==> src/rtl/char_mem_write_ctrl_if.sv <==
// char_mem_write_ctrl_if: host-side glyph load handshake (valid/ready word transfer plus abort)
interface char_mem_write_ctrl_if #(parameter int W = 15) ();
    logic         load_valid;
    logic         load_ready;
    logic [W-1:0] load_data;
    logic         abort;
    modport master (output load_valid, load_data, abort, input load_ready);
    modport slave (input load_valid, load_data, abort, output load_ready);
endinterface

==> src/rtl/char_mem_write_ctrl.sv <==
// char_mem_write_ctrl: serialises a host glyph word into per-cell writes on a port shared with the VGA reader
module char_mem_write_ctrl #(
    parameter int COLS   = 3,
    parameter int ROWS   = 5,
    parameter int X_BASE = 1
) (
    input  logic                        i_clock,
    input  logic                        i_rst_n,
    char_mem_write_ctrl_if.slave        bus,
    input  logic                        i_rd_active,
    input  logic [1:0]                  i_rd_x,
    input  logic [2:0]                  i_rd_y,
    output logic                        o_mem_write,
    output logic [1:0]                  o_mem_x,
    output logic [2:0]                  o_mem_y,
    output logic                        o_mem_data,
    output logic                        o_busy,
    output logic                        o_done,
    output logic [7:0]                  o_stall_count
);
    localparam logic [1:0] IDLE  = 2'd0;
    localparam logic [1:0] WRITE = 2'd1;
    localparam logic [1:0] DONE  = 2'd2;
    localparam int IW = $clog2(ROWS * COLS);

    logic [1:0]           r_state;
    logic [2:0]           r_row;
    logic [1:0]           r_col;
    logic [ROWS*COLS-1:0] r_shadow;
    logic [7:0]           r_stall;
    logic                 w_wr;
    logic                 w_col_end;
    logic                 w_last;
    logic [IW-1:0]        w_idx;

    assign w_wr      = r_state == WRITE && !i_rd_active;
    assign w_col_end = r_col == 2'(COLS - 1);
    assign w_last    = w_col_end && r_row == 3'(ROWS - 1);
    assign w_idx     = IW'(r_row * COLS + r_col);

    // The reader owns the address lines whenever it is active, regardless of state
    assign o_mem_write    = w_wr && !bus.abort;
    assign o_mem_x        = w_wr ? 2'(X_BASE) + r_col : i_rd_x;
    assign o_mem_y        = w_wr ? r_row : i_rd_y;
    assign o_mem_data     = w_wr ? r_shadow[w_idx] : 1'b0;
    assign bus.load_ready = r_state == IDLE;
    assign o_busy         = r_state != IDLE;
    assign o_done         = r_state == DONE;
    assign o_stall_count  = r_stall;

    always_ff @(posedge i_clock or negedge i_rst_n) begin
        if (!i_rst_n) begin
            r_state  <= IDLE;
            r_row    <= 3'd0;
            r_col    <= 2'd0;
            r_shadow <= '0;
            r_stall  <= 8'd0;
        end else begin
            case (r_state)
                IDLE: if (bus.load_valid) begin
                    r_shadow <= bus.load_data;
                    r_row    <= 3'd0;
                    r_col    <= 2'd0;
                    r_stall  <= 8'd0;
                    r_state  <= WRITE;
                end
                WRITE: if (bus.abort) begin
                    r_state <= IDLE;
                end else if (i_rd_active) begin
                    r_stall <= r_stall == 8'hFF ? r_stall : r_stall + 8'd1;
                end else begin
                    r_col   <= w_col_end ? 2'd0 : r_col + 2'd1;
                    r_row   <= r_row + 3'(w_col_end);
                    r_state <= w_last ? DONE : WRITE;
                end
                default: r_state <= IDLE;
            endcase
        end
    end
endmodule

==> src/flat_wrapper.sv <==
// flat-port wrapper written by rule: the top's interface ports become plain ports
module char_mem_write_ctrl_flat 
#(
    parameter int COLS   = 3,
    parameter int ROWS   = 5,
    parameter int X_BASE = 1
)
  (i_clock, i_rst_n, i_rd_active, i_rd_x, i_rd_y, o_mem_write, o_mem_x, o_mem_y, o_mem_data, o_busy, o_done, o_stall_count, bus_load_valid, bus_load_data, bus_abort, bus_load_ready);
  char_mem_write_ctrl_if #(.W(15)) bus_i ();
  input  logic i_clock;
  input  logic i_rst_n;
  input  logic i_rd_active;
  input  logic [1:0] i_rd_x;
  input  logic [2:0] i_rd_y;
  output logic o_mem_write;
  output logic [1:0] o_mem_x;
  output logic [2:0] o_mem_y;
  output logic o_mem_data;
  output logic o_busy;
  output logic o_done;
  output logic [7:0] o_stall_count;
  input wire logic [$bits(bus_i.load_valid)-1:0] bus_load_valid;
  input wire logic [$bits(bus_i.load_data)-1:0] bus_load_data;
  input wire logic [$bits(bus_i.abort)-1:0] bus_abort;
  output wire logic [$bits(bus_i.load_ready)-1:0] bus_load_ready;
  assign bus_i.load_valid = bus_load_valid;
  assign bus_i.load_data = bus_load_data;
  assign bus_i.abort = bus_abort;
  assign bus_load_ready = bus_i.load_ready;
  char_mem_write_ctrl #(.COLS(COLS), .ROWS(ROWS), .X_BASE(X_BASE)) u_core (.i_clock(i_clock), .i_rst_n(i_rst_n), .bus(bus_i), .i_rd_active(i_rd_active), .i_rd_x(i_rd_x), .i_rd_y(i_rd_y), .o_mem_write(o_mem_write), .o_mem_x(o_mem_x), .o_mem_y(o_mem_y), .o_mem_data(o_mem_data), .o_busy(o_busy), .o_done(o_done), .o_stall_count(o_stall_count));
endmodule
==> config.mk <==
export PLATFORM = sky130hd
export DESIGN_NAME = char_mem_write_ctrl_flat
export DESIGN_NICKNAME = d
export VERILOG_FILES = /design/src/rtl/char_mem_write_ctrl_if.sv /design/src/rtl/char_mem_write_ctrl.sv /design/src/flat_wrapper.sv
export SDC_FILE = /design/constraint.sdc
export NUM_CORES = 1
export LEC_CHECK = 0
export CELL_PAD_IN_SITES_DETAIL_PLACEMENT = 1
export CELL_PAD_IN_SITES_GLOBAL_PLACEMENT = 1
export CORE_MARGIN = 5
export CORE_UTILIZATION = 39
export DETAILED_ROUTE_END_ITERATION = 10
export PLACE_DENSITY_LB_ADDON = 0.25
export SETUP_SLACK_MARGIN = 0.4
export SLEW_MARGIN = 15
export SYNTH_ARGS = -nofsm -noshare
export SYNTH_HDL_FRONTEND = slang
export SYNTH_SLANG_ARGS = --single-unit
==> constraint.sdc <==
create_clock -name i_clock -period 3.85 [get_ports i_clock]
set_input_delay 0.385 -clock i_clock [delete_from_list [all_inputs] [get_ports i_clock]]
set_output_delay 0.385 -clock i_clock [all_outputs]
set_load 0.05 [all_outputs]
## Yosys cells after proc, flatten, opt, wreduce, memory -nomap -nowiden

Index checks and enable logic that the tools add are counted.

- Output and inout port bits: 18
- Register bits: 30
- Bits of input ports: 25
- Word-level logic and storage cells: 58

- Reductions and logical operators: 12
- Equality and inequality tests: 11
- Add/subtract/negate cells: 4
- Multiplexer cells: 24
- Order comparisons: 1
- Multipliers: 1

Operator list:

| cell | count |
|---|---|
| $mux 8 | 4 |
| $mux 2 | 9 |
| $pmux 8 s2 | 1 |
| $mux 3 | 4 |
| $ne 2x2->1 const B | 5 |
| $add 8x1->8 const B | 1 |
| $eq 8x8->1 const B | 1 |
| $pmux 2 s2 | 2 |
| $pmux 3 s2 | 1 |
| $lt 4x5->1 const B | 1 |
| $reduce_and 5->1 | 1 |
| $add 4x2->4 | 1 |
| $bmux 1 s4 | 1 |
| $eq 2x2->1 const B | 2 |
| $mul 3x2->4 const B | 1 |
| $reduce_and 2->1 | 2 |
| $reduce_and 4->1 | 1 |
| $reduce_bool 2->1 | 2 |
| $add 3x1->3 | 1 |
| $eq 3x3->1 const B | 1 |
| $logic_and 1x1->1 | 3 |
| $ne 3x3->1 const B | 1 |
| $add 1x2->2 const A | 1 |
| $eq 2x1->1 const B | 1 |
| 3 further kinds | 5 |

## Longest topological paths before layout

Gate-level depths: netlist of run 1.

- Depth in word-level cells: 6
- Mapped depth: 10
- Gate-level depth less buffers: 10

## Least setup slack after synthesis of run 1

Ideal clock, no wire load.

- Kind: reg-to-output
- Start point: reg u_core.r_col[1]
- End point: out o_mem_data
- Data required time: 3.465 ns
- Path buffers: 0
- Slack: 0.752 ns
- Data arrival time: 2.713 ns
- Cell stages (with the launch flop): 10
- Cells stage by stage: dfrtp_1 inv_1 fa_1 inv_1 ha_1 inv_1 fa_1 mux4_2 mux2i_1 o21ai_1

- Longest elaborated chain between the ends: 4

Ends and longest elaborated chain:

| item | line | text |
|---|---|---|
| start, declared | char_mem_write_ctrl.sv:28 | `logic [1:0] r_col;` |
| start signal, assigned | char_mem_write_ctrl.sv:72 | `r_col <= w_col_end ? 2'd0 : r_col + 2'd1;` |
| $add 4x2->4 | char_mem_write_ctrl.sv:39 | `assign w_idx = IW'(r_row * COLS + r_col);` |
| $bmux 1 s4 | char_mem_write_ctrl.sv:45 | `assign o_mem_data = w_wr ? r_shadow[w_idx] : 1'b0;` |
| $mux 1 (not written as such) | char_mem_write_ctrl.sv:45 |  |
| $mux 1 | char_mem_write_ctrl.sv:45 |  |
| end, declared | flat_wrapper.sv:18 | `output logic o_mem_data;` |

No other way between the ends. The select of a mux whose other input is x is not followed.

## Worst setup path in the final report of run 1

- Start point: reg u_core.r_row[0]
- End point: out o_mem_data

- Longest elaborated chain between the ends: 5

Ends and longest elaborated chain:

| item | line | text |
|---|---|---|
| start, declared | char_mem_write_ctrl.sv:27 | `logic [2:0] r_row;` |
| start signal, assigned | char_mem_write_ctrl.sv:73 | `r_row <= r_row + 3'(w_col_end);` |
| $mul 3x2->4 | char_mem_write_ctrl.sv:39 |  |
| $add 4x2->4 | char_mem_write_ctrl.sv:39 |  |
| $bmux 1 s4 | char_mem_write_ctrl.sv:45 |  |
| $mux 1 (not written as such) | char_mem_write_ctrl.sv:45 |  |
| $mux 1 | char_mem_write_ctrl.sv:45 |  |

No other way between the ends. The select of a mux whose other input is x is not followed.

==> summary.log, run 1 <==
INFO  yosys          postSynthAreaPerCell=9.03um^2
INFO  yosys          ys_seq_area_frac=0.442
INFO  detailed_routing num_vias=1479
INFO  critical_path  crit_path_top_delay_cell=fa_2
INFO  timing         clock_tree_skew_after_final_layout=4.66ps
INFO  run_status     status=finished, final reports clean
INFO  detailed_routing wire_per_inst=15.4um
INFO  yosys          yosys_warnings=0
INFO  detailed_routing routed_wirelength=4.43mm
INFO  finish         number_of_antenna_cells_inserted=0
INFO  timing         final.period_utilization=0.858
INFO  critical_path  timing.critical_path.slowest_cell_delay=610ps
INFO  floorplan      die_w=76.0um
INFO  critical_path  critPathKind=reg2out
INFO  yosys          post-synth-top-count-cell=nand2_1
INFO  global_routing grt_antenna_before_repair=0
INFO  clock_network  tritoncts_buffers=5
INFO  timing         rsz0062_at_grt=no
INFO  global_routing grt_pass1_vias=1586
INFO  timing         period_needed=3310ps
INFO  finish         finished_layout_cell_area=0.00228mm^2
INFO  place          standard_cell_area_after_detailed_placement=0.00218mm^2
INFO  clock_network  tritoncts=done
INFO  global_routing grt-ovfl-total=0
INFO  yosys          syn-num-nets=225
INFO  timing         timing.setup.tns=0ps
INFO  clock_network  hold_buffers=0
INFO  critical_path  worst_path_most_repeated_cell=inv_1
INFO  yosys          postSynthCellCount=188
INFO  timing         worstMarginPinSlew=586ps
INFO  yosys          post-synth-top-area-cell=dfrtp_1
INFO  critical_path  timing.critical_path.fanout_max=6
INFO  critical_path  crit_arrival=2920ps
INFO  floorplan      floorplan.rows=24
INFO  place          number_of_input_and_output_port_buffers_inserted=42
INFO  yosys          yosys_most_used_dff=dfrtp_1
INFO  yosys          synth_enable_flop_cells=0
INFO  detailed_routing antenna_violating_nets_post_route=0
INFO  clock_network  numClockSinks=30
INFO  floorplan      placeableCoreArea=0.00429mm^2
INFO  place          place.gp.congestion=0.787
INFO  yosys          post_synth_top_cells=nand2_1 (62), dfrtp_1 (30), o21ai_0 (13)
INFO  yosys          synth_area=0.00170mm^2
INFO  critical_path  timing.critical_path.cells=inv_2, fa_1, inv_1, ha_1, inv_1, fa_2, mux4_2, mux2i_1, o21ai_1, buf_4
INFO  clock_network  cts_root_buf=clkbuf_8
INFO  run            drv.max_cap_violation_count=0
INFO  timing         max_slew_margin=0.608
INFO  clock_network  cts.clk_slew.worst_paths=70ps
INFO  timing         timing.final.hold_violations=0
INFO  timing         highest_achievable_clock_rate=0.303GHz
INFO  yosys          synth.area.top_cells=dfrtp_1 (44%), nand2_1 (14%), ha_1 (7.4%), o21ai_0 (3.8%), nand3_1 (2.7%)
INFO  hold_path      timing.hold.worst.class=reg2reg
INFO  finish         finalCoreUtilization=0.530
INFO  yosys          synth-async-reset-ratio=1.00
INFO  global_routing grt_first_pass_wirelength=7.56mm
INFO  clock_network  clock_tree.buffer_depth=2
INFO  timing         slew_viol_final=0
INFO  clock_network  worstSkewPairLatency=290ps
INFO  global_routing grt.total_usage=0.163
INFO  detailed_routing via_per_inst=5.15
INFO  critical_path  setup.worst_path.end_class=output port
INFO  floorplan      floorplan.die.height=76.0um
INFO  finish         area_growth=34.1%
INFO  clock_network  htree_num_levels=2
INFO  yosys          synth_largest_type_area_fraction=0.442
INFO  finish         fin_nets=271
INFO  floorplan      floorplan.die_area=0.00577mm^2
INFO  power_and_ir_drop max-vdd-ir-drop=0.220mV
INFO  critical_path  element_type_at_the_critical_path_start=flip-flop
INFO  yosys          synth_seq_cells=30
INFO  detailed_routing drt_drc_violations_left=0
INFO  yosys          synth_cell_types=41
INFO  critical_path  crit_required=3460ps
INFO  place          dp.final_hpwl=3.28mm
INFO  timing         setup_viol_count_final=0
INFO  detailed_routing first_iter_violations=36
INFO  finish         fill_cells=508
INFO  floorplan      effective_utilization_at_floorplan=0.395
INFO  power_and_ir_drop cellLeakagePower=0.00105uW
INFO  global_routing largest_net_degree_at_the_start_of_global_routing=31
INFO  floorplan      pin_count=43
INFO  power_and_ir_drop power-per-cell-area=475mW/mm^2
INFO  finish         proportion_of_layout_cells_with_a_drive_suffix_above_1=0.0979
INFO  detailed_routing drt_pre_antenna_iters=2
cells by family after synthesis:
group | after synthesis | share of synthesized area
flip-flops | 30 | 0.442
XOR/XNOR | 1 | 0.00516
AO/OA/AOI/OAI | 31 | 0.115
buffers and inverters | 13 | 0.0295
AND/OR/NAND/NOR | 95 | 0.260
multiplexers | 6 | 0.0508
adder cells (fa/ha/maj) | 12 | 0.0973
layout make-up:
class / count / area [um^2] / share of cell area
inverters: 7 / 26.3 / 0.0115
clock inverters: 2 / 12.5 / 0.00549
clock buffers: 6 / 82.6 / 0.0363
multi-input cells: 145 / 900 / 0.395
well taps: 52 / 65.1 / 0.0286
flip-flops and latches: 30 / 751 / 0.330
repair buffers: 45 / 440 / 0.193
power breakdown:
group	leakage (uW)	total [uW]	switching, uW	internal, uW
Sequential	0.000389	411	44.1	367
Clock	0.0000472	272	128	143
Combinational	0.000609	399	237	163
Total	0.00105	1080	409	673
per-layer routing:
| metal | vias to the layer above | GRT usage | wire [um] |
|---|---|---|---|
| li1 | 736 | - | - |
| met2 | 39 | 0.276 | 2180 |
| met3 | 6 | 0.0437 | 251 |
| met1 | 698 | 0.195 | 1930 |
| met5 | - | 0 | 0 |
| met4 | 0 | 0.0641 | 66 |
cell usage in the layout (no fill, tap or decap), types with 4 or more instances in the layout:
cell type,instances
nand2_1,62
clkdlybuf4s50_1,41
dfrtp_1,30
o21ai_0,13
ha_1,10
nand3_1,9
clkbuf_8,6
nor2_1,5
inv_1,4
o31ai_1,4
buf_4,4
flip-flops by register name (all words and copies together) (netlist names):
register / flops
u_core.r_shadow: 15
u_core.r_row: 3
u_core.r_state: 2
u_core.r_col: 2
u_core.o_stall_count: 8
repair_timing:
action,in CTS,in global routing
endpoints found under the setup margin,1,1
gates resized for setup,6,5
setup buffers,0,0
endpoints found under the hold margin,0,0
pin swaps,0,0
worst paths after layout:
check                                   startpoint  slack, ps  cells after the start                       to
max                                u_core.r_row[0]        540                     10               o_mem_data
min                             u_core.r_shadow[0]        480                      2       u_core.r_shadow[0]
max reg2reg                u_core.o_stall_count[0]       1860                      6  u_core.o_stall_count[2]
min reg2reg                     u_core.r_shadow[0]        480                      2       u_core.r_shadow[0]
max in group asynchronous                  i_rst_n       3070                      2  u_core.o_stall_count[6]
min in group asynchronous                  i_rst_n        490                      2          u_core.r_col[0]
metrics by stage:
step | setup slack, ps | std cells | hold slack, ps | total power (uW)
5_1_grt | 405 | 287 | 502 | 1150
3_5_place_dp | 258 | 279 | 471 | 817
3_3_place_gp | 323 | 279 | 457 | 802
4_1_cts | 438 | 287 | 488 | 1100
2_1_floorplan | 752 | 188 | 89.4 | 676
6_report | 545 | 287 | 484 | 1080
critical path: cells and delay by family, from the launching register on:
family | cells | cell delay, ps
compound gates | 1 | 120
fa+ha+maj | 3 | 1170
buf+inv | 4 | 430
flops | 1 | 410
mux | 2 | 510
Power figures use the tool's default switching activity.
==> run 2: changes to the inputs <==
Settings changed: CORE_MARGIN 5 to 3.
==> summary.log, run 2 (synthesized netlist as in run 1, its figures left out) <==
INFO  finish         layout.cells.most_common_list=nand2_1 (62), clkdlybuf4s50_1 (41), dfrtp_1 (30), o21ai_0 (13), ha_1 (10)
INFO  timing         highest_achievable_clock_rate=0.304GHz
INFO  critical_path  reg2regPathDepth=5
INFO  power_and_ir_drop cellLeakagePower=0.00105uW
INFO  clock_network  clock_tree.buffer_depth=2
INFO  timing         rsz0062_at_grt=no
INFO  global_routing grt_antenna_before_repair=0
INFO  floorplan      placeableCoreArea=0.00409mm^2
INFO  critical_path  crit_arrival=2900ps
INFO  global_routing grt_first_pass_wirelength=7.85mm
INFO  clock_network  tritoncts_buffers=5
INFO  timing         timing.final.hold_violations=0
INFO  hold_path      timing.hold.worst.class=reg2reg
INFO  detailed_routing via_per_inst=5.29
INFO  finish         area_growth=34.4%
INFO  critical_path  cp.buffers_inverters=4
INFO  clock_network  cts_root_buf=clkbuf_8
INFO  place          place.gp.congestion=0.913
INFO  detailed_routing wire_per_inst=15.8um
INFO  clock_network  worstSkewPairLatency=280ps
INFO  critical_path  timing.critical_path.cells=inv_2, fa_1, inv_1, ha_1, inv_1, fa_2, mux4_2, o2111ai_1, o21ai_1, buf_6
INFO  finish         fin_nets=271
INFO  clock_network  htree_num_levels=2
INFO  critical_path  worst_path_most_repeated_cell=inv_1
INFO  place          post-place-cells=276
INFO  critical_path  crit_required=3460ps
INFO  critical_path  timing.critical_path.slowest_cell_delay=640ps
INFO  clock_network  numClockSinks=30
INFO  floorplan      floorplan.rows=23
INFO  finish         layout_commonest_cell=nand2_1
INFO  timing         final.period_utilization=0.853
INFO  floorplan      effective_utilization_at_floorplan=0.415
INFO  detailed_routing first_iter_violations=83
INFO  finish         number_of_antenna_cells_inserted=0
INFO  finish         largest_reg_flops=15
INFO  finish         max_flop_register=u_core.r_shadow
INFO  clock_network  tritoncts=done
INFO  floorplan      pin_count=43
INFO  finish         post_layout_nonfiller_instances=285
INFO  place          dp.final_hpwl=3.29mm
INFO  timing         period_needed=3290ps
INFO  timing         slew_viol_final=0
INFO  critical_path  timing.critical_path.max_delay_family=adder cells
INFO  detailed_routing drt_pre_antenna_iters=4
INFO  timing         max_slew_margin=0.490
INFO  hold_path      hold_end=u_core.r_shadow[13]
INFO  detailed_routing antenna_violating_nets_post_route=0
INFO  run_status     status=finished, final reports clean
INFO  hold_path      worst_hold_path.num_cells=2
INFO  finish         proportion_of_layout_cells_with_a_drive_suffix_above_1=0.0979
INFO  critical_path  worstReg2RegStart=u_core.o_stall_count[0]
INFO  power_and_ir_drop max-vdd-ir-drop=0.274mV
INFO  critical_path  setup.worst_path.end_class=output port
INFO  floorplan      floorplan.die_area=0.00518mm^2
INFO  timing         worstMarginPinSlew=765ps
INFO  run            drv.max_cap_violation_count=0
INFO  critical_path  crit_path_top_delay_cell=fa_2
INFO  timing         worst_hold_margin=479ps
INFO  timing         timing.setup.tns=0ps
INFO  critical_path  critPathKind=reg2out
INFO  place          number_of_input_and_output_port_buffers_inserted=42
INFO  timing         setup_viol_count_final=0
INFO  global_routing grt.total_usage=0.192
INFO  power_and_ir_drop power-per-cell-area=473mW/mm^2
INFO  floorplan      floorplan.die.height=72.0um
INFO  detailed_routing num_vias=1508
INFO  global_routing largest_net_degree_at_the_start_of_global_routing=31
INFO  floorplan      die_w=72.0um
INFO  critical_path  regToRegEndpoint=u_core.o_stall_count[2]
INFO  critical_path  element_type_at_the_critical_path_start=flip-flop
INFO  critical_path  rrSetupSlack=1840ps
INFO  critical_path  timing.critical_path.fanout_max=6
INFO  detailed_routing routed_wirelength=4.50mm
INFO  timing         clock_tree_skew_after_final_layout=8.80ps
INFO  hold_path      holdCritStartpoint=u_core.r_shadow[13]
INFO  clock_network  hold_buffers=0
INFO  clock_network  cts.clk_slew.worst_paths=60ps
INFO  detailed_routing drt_drc_violations_left=0
INFO  global_routing grt_pass1_vias=1644
INFO  global_routing grt-ovfl-total=0
-- run 2: changes by cell type in the layout (fill, tap and decap cells not counted) --
cell	delta
o32ai_2	+1
o32ai_1	-1
clkinvlp_4	-1
clkbuf_1	+1
buf_4	-1
buf_6	+1
-- run 2: area by class of cell --
cell class                      count  area (um^2)
Tap cell                           50         62.6
Clock inverter                      1         5.00
Inverter                            7         26.3
Fill cell                         472         1800
Multi-Input combinational cell    145          907
Sequential cell                    30          751
Clock buffer                        7         86.3
Timing Repair Buffer               45          444
-- run 2: metal layers --
layer  wire (um)  part of all wire  vias to the layer above  track usage
li1            -                 -                      733            -
met1        2050              0.45                      726        0.246
met2        2160              0.48                       43        0.323
met3         233             0.052                        6       0.0416
met4          53             0.012                        0       0.0585
met5           0                 0                        -            0
-- run 2: how the worst max path moves through the flow --
stage | startpoint | endpoint | slack [ps] | cells past startpoint
2_1_floorplan | u_core.r_col[1] | o_mem_data | 750 | 9
3_3_place_gp | u_core.r_row[0] | o_mem_data | 370 | 10
3_5_place_dp | u_core.r_row[1] | o_mem_data | 260 | 10
4_1_cts | u_core.r_row[1] | o_mem_data | 450 | 10
5_1_grt | u_core.r_row[1] | o_mem_data | 400 | 10
6_report | u_core.r_row[1] | o_mem_data | 560 | 10
-- run 2: repair_timing --
| item | 4_1_cts | 5_1_grt |
|---|---|---|
| setup endpoints to repair | 1 | 1 |
| resized for setup | 5 | 7 |
| pin swaps | 0 | 1 |
| setup buffers | 0 | 1 |
-- run 2: worst min-delay path, cell delays in order (launching register included) --
cell,delay (ps)
dfrtp_1,340
nand2_1,50
nand2_1,60
-- run 2: per-stage QoR --
step,cell area [um^2],power [uW],util,setup slack (ps)
after floorplan,1700,676,-,752
after global placement,2170,799,0.532,374
after detailed placement,2170,817,0.532,263
after CTS,2260,1080,0.553,454
after global routing,2280,1150,0.558,399
final,2280,1080,0.558,565
-- run 2: report_power, final --
group	switching, uW	internal, uW
clock network	118	144
logic	237	165
registers	47.0	367
total	402	677
